`config.mk`:
```
export PLATFORM = sky130hd
export DESIGN_NAME = spi_burst_arbiter
export DESIGN_NICKNAME = d
export VERILOG_FILES = /design/src/rtl/spi_burst_arbiter.sv
export SDC_FILE = /design/constraint.sdc
export NUM_CORES = 1
export LEC_CHECK = 0
export CAP_MARGIN = 20
export CORE_AREA = 2 2 80 66
export DETAILED_ROUTE_END_ITERATION = 7
export DIE_AREA = 0 0 82 68
export PLACE_DENSITY_LB_ADDON = 0.3
export SYNTH_ARGS = -nofsm -noshare
export SYNTH_HDL_FRONTEND = slang
export SYNTH_SLANG_ARGS = --single-unit
```
`constraint.sdc`:
```
create_clock -name clk -period 1.8 [get_ports clk]
set_input_delay 0.18 -clock clk [delete_from_list [all_inputs] [get_ports clk]]
set_output_delay 0.18 -clock clk [all_outputs]
set_load 0.1 [all_outputs]
```
`src/rtl/spi_burst_arbiter.sv`:
```
// Round-robin arbiter sharing one word-level SPI controller between NUM_REQ requesters.
// Each grant runs a whole burst under that requester's chip select, word by word.
module spi_burst_arbiter #(
  parameter int NUM_REQ  = 2,
  parameter int WORD_W   = 8,
  parameter int LEN_W    = 4,
  parameter int CS_SETUP = 2,
  parameter int CS_HOLD  = 2
) (
  input  logic                            clk,
  input  logic                            rst_n,
  input  logic [NUM_REQ-1:0]              req,
  input  logic [NUM_REQ-1:0][LEN_W-1:0]   req_len,
  input  logic [NUM_REQ-1:0][WORD_W-1:0]  req_wdata,
  input  logic [NUM_REQ-1:0]              req_wvalid,
  output logic [NUM_REQ-1:0]              req_wready,
  output logic [WORD_W-1:0]               rsp_rdata,
  output logic [NUM_REQ-1:0]              rsp_rvalid,
  output logic [NUM_REQ-1:0]              done,
  output logic [NUM_REQ-1:0]              grant,
  output logic                            busy,
  output logic [NUM_REQ-1:0]              cs_n,
  output logic                            spi_start,
  output logic [WORD_W-1:0]               spi_wdata,
  input  logic [WORD_W-1:0]               spi_rdata,
  input  logic                            spi_rvalid,
  input  logic                            spi_busy
);
  localparam int IDX_W = (NUM_REQ > 1) ? $clog2(NUM_REQ) : 1;
  localparam int TMAX  = (CS_SETUP > CS_HOLD) ? CS_SETUP : CS_HOLD;
  localparam int TMR_W = $clog2(TMAX + 2);
  localparam logic [TMR_W-1:0] SETUP_LAST = TMR_W'((CS_SETUP > 0) ? CS_SETUP - 1 : 0);
  localparam logic [TMR_W-1:0] HOLD_LAST  = TMR_W'((CS_HOLD  > 0) ? CS_HOLD  - 1 : 0);

  typedef enum logic [2:0] {IDLE, SETUP, FETCH, START, WAIT, HOLD} state_t;

  state_t             state, state_nx;
  logic [IDX_W-1:0]   owner, rr_ptr, pick;
  logic               pick_vld;
  logic [LEN_W-1:0]   wcnt;
  logic [TMR_W-1:0]   tmr;
  logic               got_rx;
  logic               wait_fin;

  function automatic logic [NUM_REQ-1:0] oh(input logic [IDX_W-1:0] i);
    oh = '0;
    oh[i] = 1'b1;
  endfunction

  // first pending requester at or after the round-robin pointer
  always_comb begin
    int j;
    logic [IDX_W-1:0] jj;
    pick = '0;
    pick_vld = 1'b0;
    j = 0;
    jj = '0;
    for (int i = NUM_REQ - 1; i >= 0; i--) begin
      j = int'(rr_ptr) + i;
      if (j >= NUM_REQ) j = j - NUM_REQ;
      jj = IDX_W'(j);
      if (req[jj]) begin
        pick = jj;
        pick_vld = 1'b1;
      end
    end
  end

  // a word is finished once its data came back and the controller has gone idle again
  assign wait_fin  = (got_rx || spi_rvalid) && !spi_busy;
  assign spi_start = (state == START) && !spi_busy;
  assign busy      = (state != IDLE);

  always_comb begin
    req_wready = '0;
    if (state == FETCH && req_wvalid[owner]) req_wready = oh(owner);
  end

  always_comb begin
    state_nx = state;
    case (state)
      IDLE:  if (pick_vld && done == '0) state_nx = SETUP;
      SETUP: if (tmr == SETUP_LAST) state_nx = FETCH;
      FETCH: if (req_wvalid[owner]) state_nx = START;
      START: if (!spi_busy) state_nx = WAIT;
      WAIT:  if (wait_fin) state_nx = (wcnt == '0) ? HOLD : FETCH;
      HOLD:  if (tmr == HOLD_LAST) state_nx = IDLE;
      default: state_nx = IDLE;
    endcase
  end

  always_ff @(posedge clk or negedge rst_n) begin
    if (!rst_n) begin
      state      <= IDLE;
      owner      <= '0;
      rr_ptr     <= '0;
      grant      <= '0;
      cs_n       <= '1;
      wcnt       <= '0;
      tmr        <= '0;
      got_rx     <= 1'b0;
      spi_wdata  <= '0;
      rsp_rdata  <= '0;
      rsp_rvalid <= '0;
      done       <= '0;
    end else begin
      state      <= state_nx;
      rsp_rvalid <= '0;
      done       <= '0;
      case (state)
        IDLE: if (pick_vld && done == '0) begin
          owner <= pick;
          grant <= oh(pick);
          cs_n  <= ~oh(pick);
          wcnt  <= req_len[pick];
          tmr   <= '0;
        end
        SETUP: tmr <= (tmr == SETUP_LAST) ? '0 : tmr + 1'b1;
        FETCH: if (req_wvalid[owner]) spi_wdata <= req_wdata[owner];
        WAIT: begin
          if (spi_rvalid) begin
            rsp_rdata  <= spi_rdata;
            rsp_rvalid <= oh(owner);
            got_rx     <= 1'b1;
          end
          if (wait_fin) begin
            got_rx <= 1'b0;
            if (wcnt != '0) wcnt <= wcnt - 1'b1;
          end
        end
        HOLD: begin
          tmr <= tmr + 1'b1;
          if (tmr == HOLD_LAST) begin
            cs_n   <= '1;
            done   <= oh(owner);
            grant  <= '0;
            rr_ptr <= (owner == IDX_W'(NUM_REQ - 1)) ? '0 : owner + 1'b1;
          end
        end
        default: ;
      endcase
    end
  end
endmodule

```
Word level (Yosys, flattened, before mapping)
Index checks and enable logic that the tools add are counted.
{ "word_totals": {"rom_bits": 0, "ff_bits": 36, "elab_cells": 115, "mem_count": 0, "output_inout_bits": 28, "ram_bits": 0, "latch_bits": 0, "input_bits": 40} }
{ "classes": {"shifts": 0, "eq_ne": 13, "n_div": 0, "n_mux": 49, "n_mul": 0, "n_reduce_logical": 26, "addsub": 6, "magnitude_cmp": 8, "n_bitwise": 1} }
{ "ops": {"columns": ["operator", "n"], "rows": [
  ["2-bit 2-to-1 mux", 11],
  ["3-bit 2-to-1 mux", 7],
  ["4-bit 2-to-1 mux", 5],
  ["3-bit one-hot mux with 6 select lines", 1],
  ["1-bit 2-to-1 mux", 17],
  ["8-bit 2-to-1 mux", 2],
  ["2-bit inequality test (second input constant)", 6],
  ["2-bit AND reduction", 6],
  ["1-bit by 2-bit less-than comparator with 1-bit output (second input constant)", 4],
  ["2-bit one-hot mux with 2 select lines", 2],
  ["4-bit one-hot mux with 2 select lines", 1],
  ["3-bit by 2-bit equality test with 1-bit output (second input constant)", 2],
  ["3-bit equality test (second input constant)", 2],
  ["1-bit logical AND", 6],
  ["2-bit one-hot mux with 3 select lines", 1],
  ["6-bit AND reduction", 1],
  ["2-bit nonzero test", 3],
  ["3-bit nonzero test", 2],
  ["4-bit zero test", 1],
  ["4-bit AND reduction", 1],
  ["4-bit nonzero test", 1],
  ["4-bit by 1-bit subtractor with 4-bit output (second input constant)", 1],
  ["3-bit by 1-bit equality test with 1-bit output (second input constant)", 1],
  ["3-bit zero test", 1],
  ["other kinds (15)", 18]
]} }

Depth between registers and ports, before layout
{ "logic_depth": {"ltp_word": 14, "depth_mapped": 6, "mapped_depth_nobuf": 6} }

Least setup slack after synthesis
Ideal clock, no wire load.
{ "synth_path": {"kind": "reg-to-reg", "startpoint": "reg state[2]", "endpoint": "reg state[2]", "arrival_ns": 3.178, "setup_time_ns": 0.079, "setup_slack_ns": -1.457, "required_time_ns": 1.721, "stages_incl_launch_ff": 5, "period_less_slack_ns": 3.257, "n_path_buf": 1, "path_cell_list": "dfrtp_1 -> nand2b_1 -> buf_2 -> nor3b_1 -> nand2b_1"} }
{ "synth_between": {"elab_chain_len": 3, "word_cells_on_any_way": 14, "classes_between": "eq/ne (11); mux (1); reduce/logical (2)"} }
{ "synth_lines": {"columns": ["item", "line_no", "source"], "rows": [
  ["start, declared", "37", "state_t state, state_nx;"],
  ["start signal, assigned", "107", "state <= state_nx;"],
  ["3-bit by 1-bit equality test with 1-bit output, or another cell as far along", "81", "case (state)"],
  ["2-bit inequality test (no source line) / 2-bit by 1-bit inequality test with 1-bit output (equally long branches)", null, null],
  ["6-bit AND reduction (no source line)", null, null]
]} }
Several ways; a longest one is shown, not always the timed one.
A chain may end at the register's enable or synchronous reset.

Worst setup path in the final report
{ "layout_path": {"startpoint": "reg wcnt[1]", "endpoint": "reg wcnt[0]"} }
{ "layout_between": {"elab_chain_len": 3} }
{ "layout_lines": {"columns": ["item", "line_no", "source"], "rows": [
  ["start, declared", "40", "logic [LEN_W-1:0] wcnt;"],
  ["start signal, assigned", "115", "wcnt <= req_len[pick];"],
  ["start signal, assigned", "128", "if (wcnt != '0) wcnt <= wcnt - 1'b1;"],
  ["4-bit nonzero test", "128", null],
  ["2-bit inequality test (no source line)", null, null],
  ["4-bit AND reduction (no source line)", null, null]
]} }
No other way between the ends.

==> flow_summary.toml <==
[grt]
grt_use_total = 0.169
grt_antenna_before_repair = 0
grt_max_degree = 21
overflow = 0
grt_pass1_wl_mm = 7.02
grt_pass1_vias = 1522

[sta]
fin_skew_ns = 0.00734
slew_violations = 0
max_freq_mhz = 573
worst_pin_slew_ns = 0.403
slew-limit-headroom = 0.729
setup_viol = 0
hold_violations = 0
min_period_over_period = 0.969
fin_setup_tns_ns = 0
period_minus_slack_ns = 1.74

[critical_path]
path_cells = "inv_2 -> ha_1 -> or3b_4 -> o2111a_1 -> o21a_4 -> mux2_4"
critPathCaptureType = "register"
r2r-end = "wcnt[0]$_DFFE_PN0P_"
crit_required_ns = 1.97
crit_arrival_ns = 1.91
reg2reg_from = "wcnt[1]$_DFFE_PN0P_"
crit_type = "register to register"
r2r_slack_ns = 0.06
r2r_cells = 6
cp_max_fo = 4
cp-start-kind = "register"
crit_path_top_delay_cell = "dfrtp_1"
critPathMaxStageDelay_ns = 0.40

[synthesis]
synthArstFlopShare = 1.00
synth_area_um2 = 1850
ys_seq_elements = 36
syn-instance-count = 175
yosysUniqueCellTypes = 45
synth-edff-count = 0
syn_nets = 220
seq_area_frac_synth = 0.488
yosys_warnings = 0
syn_avg_cell_area_um2 = 10.6
ys.flop_type = "dfrtp_1"

[floorplan]
start_util = 0.383
io-pin-count = 68
die_area_um2 = 5580
num_rows = 23
die_w_um = 82
die_h_um = 68
core_um2 = 4830

[finish]
diodes = 0
layout-drive-gt1-share = 0.287
area_growth_pct = 53.1
final_area_um2 = 2840
final_nets = 302
layout_common_cells = "buf_4, clkdlybuf4s50_1, dfrtp_1"
final_common_cell = "buf_4"

[clocking]
insertion_delay_ns = 0.29
cts_buffers = 5
h-tree-depth = 2
cts-root-buf = "clkbuf_8"
cts_sinks = 36
holdBufCountCts = 0
clk_pin_slew_worst_paths_ns = 0.07
cts_buffer_depth = 2
cts_tree = "yes"

[status]
status = "finished, final reports clean"

[run]
max-cap-violations = 0

[drt]
vias = 1609
drcViolationCount = 0
drt-pass1-iter-count = 4
detail_route.wirelength_mm = 4.42
drt_iter0_markers = 82
ant_nets = 0
wire_per_inst_um = 13.8
routed_via_density = 5.03

[placement]
io_buffers = 67
placed_cell_area_um2 = 2670
place_congestion = 0.760
hpwlAfterDp_mm = 3.44

[hold_path]
hold_class = "primary input to asynchronous set/reset pin"
state kept, by name (all words and copies together), names as in the netlist, 3 cells and up:
name	count
rsp_rdata	8
spi_wdata	8
state	3
wcnt	4
worst max-delay path, delay by kind of cell, from the launching register on:
family | cells | cell delay (ns)
flip-flops | 1 | 0.40
AND/OR/NAND/NOR | 1 | 0.38
buffers and inverters | 1 | 0.07
AO/OA/AOI/OAI | 2 | 0.37
multiplexers | 1 | 0.29
adder cells (fa/ha/maj) | 1 | 0.13
layout make-up:
type,instances,area (um^2)
Inverter,11,41.3
Tap cell,62,77.6
Timing Repair Buffer,85,811
Multi-Input combinational cell,118,872
Sequential cell,36,907
Fill cell,428,2000
Clock buffer,7,96.3
Clock inverter,1,30.0
synthesized netlist by cell type (2+ instances only):
master,instances,area share
and2_1,2,0.0068
nand3_1,4,0.011
dfstp_2,2,0.028
a2bb2oi_1,3,0.014
and3_1,4,0.014
a21boi_0,4,0.016
inv_1,11,0.022
nand2_1,22,0.045
a22o_1,2,0.0095
or3_1,2,0.0068
o2111ai_1,2,0.0095
nand2b_1,3,0.010
clkbuf_1,2,0.0041
ha_1,5,0.034
dfrtp_1,34,0.46
nor2_1,6,0.012
a32o_1,2,0.011
a22oi_1,11,0.045
a31o_2,3,0.014
o21ai_0,2,0.0054
buf_2,7,0.019
nor3_1,3,0.0081
mux2_1,8,0.049
a21oi_1,5,0.014
o22ai_1,2,0.0068
mux2_4,2,0.016
a21o_1,3,0.012
nor3b_1,2,0.0081
metal layers:
layer	global-route usage	vias to the layer above	part of all wire	wire, um
met5	0	-	0	0
met4	0.0688	0	0.013	59
met3	0.0488	6	0.095	419
met2	0.277	63	0.46	2040
met1	0.211	751	0.43	1900
li1	-	789	-	-
how the worst max path moves through the flow:
stage                                     from                        to  slack (ns)  cells after the start
after detailed placement   wcnt[1]$_DFFE_PN0P_       wcnt[0]$_DFFE_PN0P_        0.02                      6
after global routing       wcnt[1]$_DFFE_PN0P_       wcnt[1]$_DFFE_PN0P_       -0.02                      6
after global placement     wcnt[1]$_DFFE_PN0P_       wcnt[1]$_DFFE_PN0P_        0.06                      6
after CTS                 state[2]$_DFFE_PN0P_             req_wready[0]       0.007                      3
final                      wcnt[1]$_DFFE_PN0P_       wcnt[0]$_DFFE_PN0P_        0.06                      6
after floorplan           state[2]$_DFFE_PN0P_  spi_wdata[0]$_DFFE_PN0P_       -0.54                      5
timing repair:
action | in CTS | in global routing
pin swaps | 1 | 2
gates resized for setup | 0 | 3
buffers inserted | 0 | 5
setup endpoints to repair | 1 | 4
stage by stage:
stage | hold WS, ns | worst slack [ns] | util | std cells
finish | 0.137 | 0.0560 | 0.586 | 320
global route | 0.153 | -0.0164 | 0.586 | 320
CTS | 0.140 | 0.00693 | 0.578 | 315
detailed placement | 0.451 | 0.0181 | 0.552 | 307
global placement | 0.444 | 0.0643 | 0.552 | 307
floorplan | -0.116 | -0.539 | - | 175
cell families (layout without fill, tap and decap cells):
logic type,count (synthesis),after routing,share of synthesized area
XOR/XNOR,1,1,0.00473
multiplexers,11,11,0.0703
adder cells (fa/ha/maj),5,5,0.0338
buffers and inverters,21,104,0.0514
AND/OR/NAND/NOR,55,55,0.160
AO/OA/AOI/OAI,46,46,0.192
flip-flops,36,36,0.488
Power is left out: the tool's default activity adds up to more than one toggle a clock period on the data nets, which glitch-free logic cannot reach.
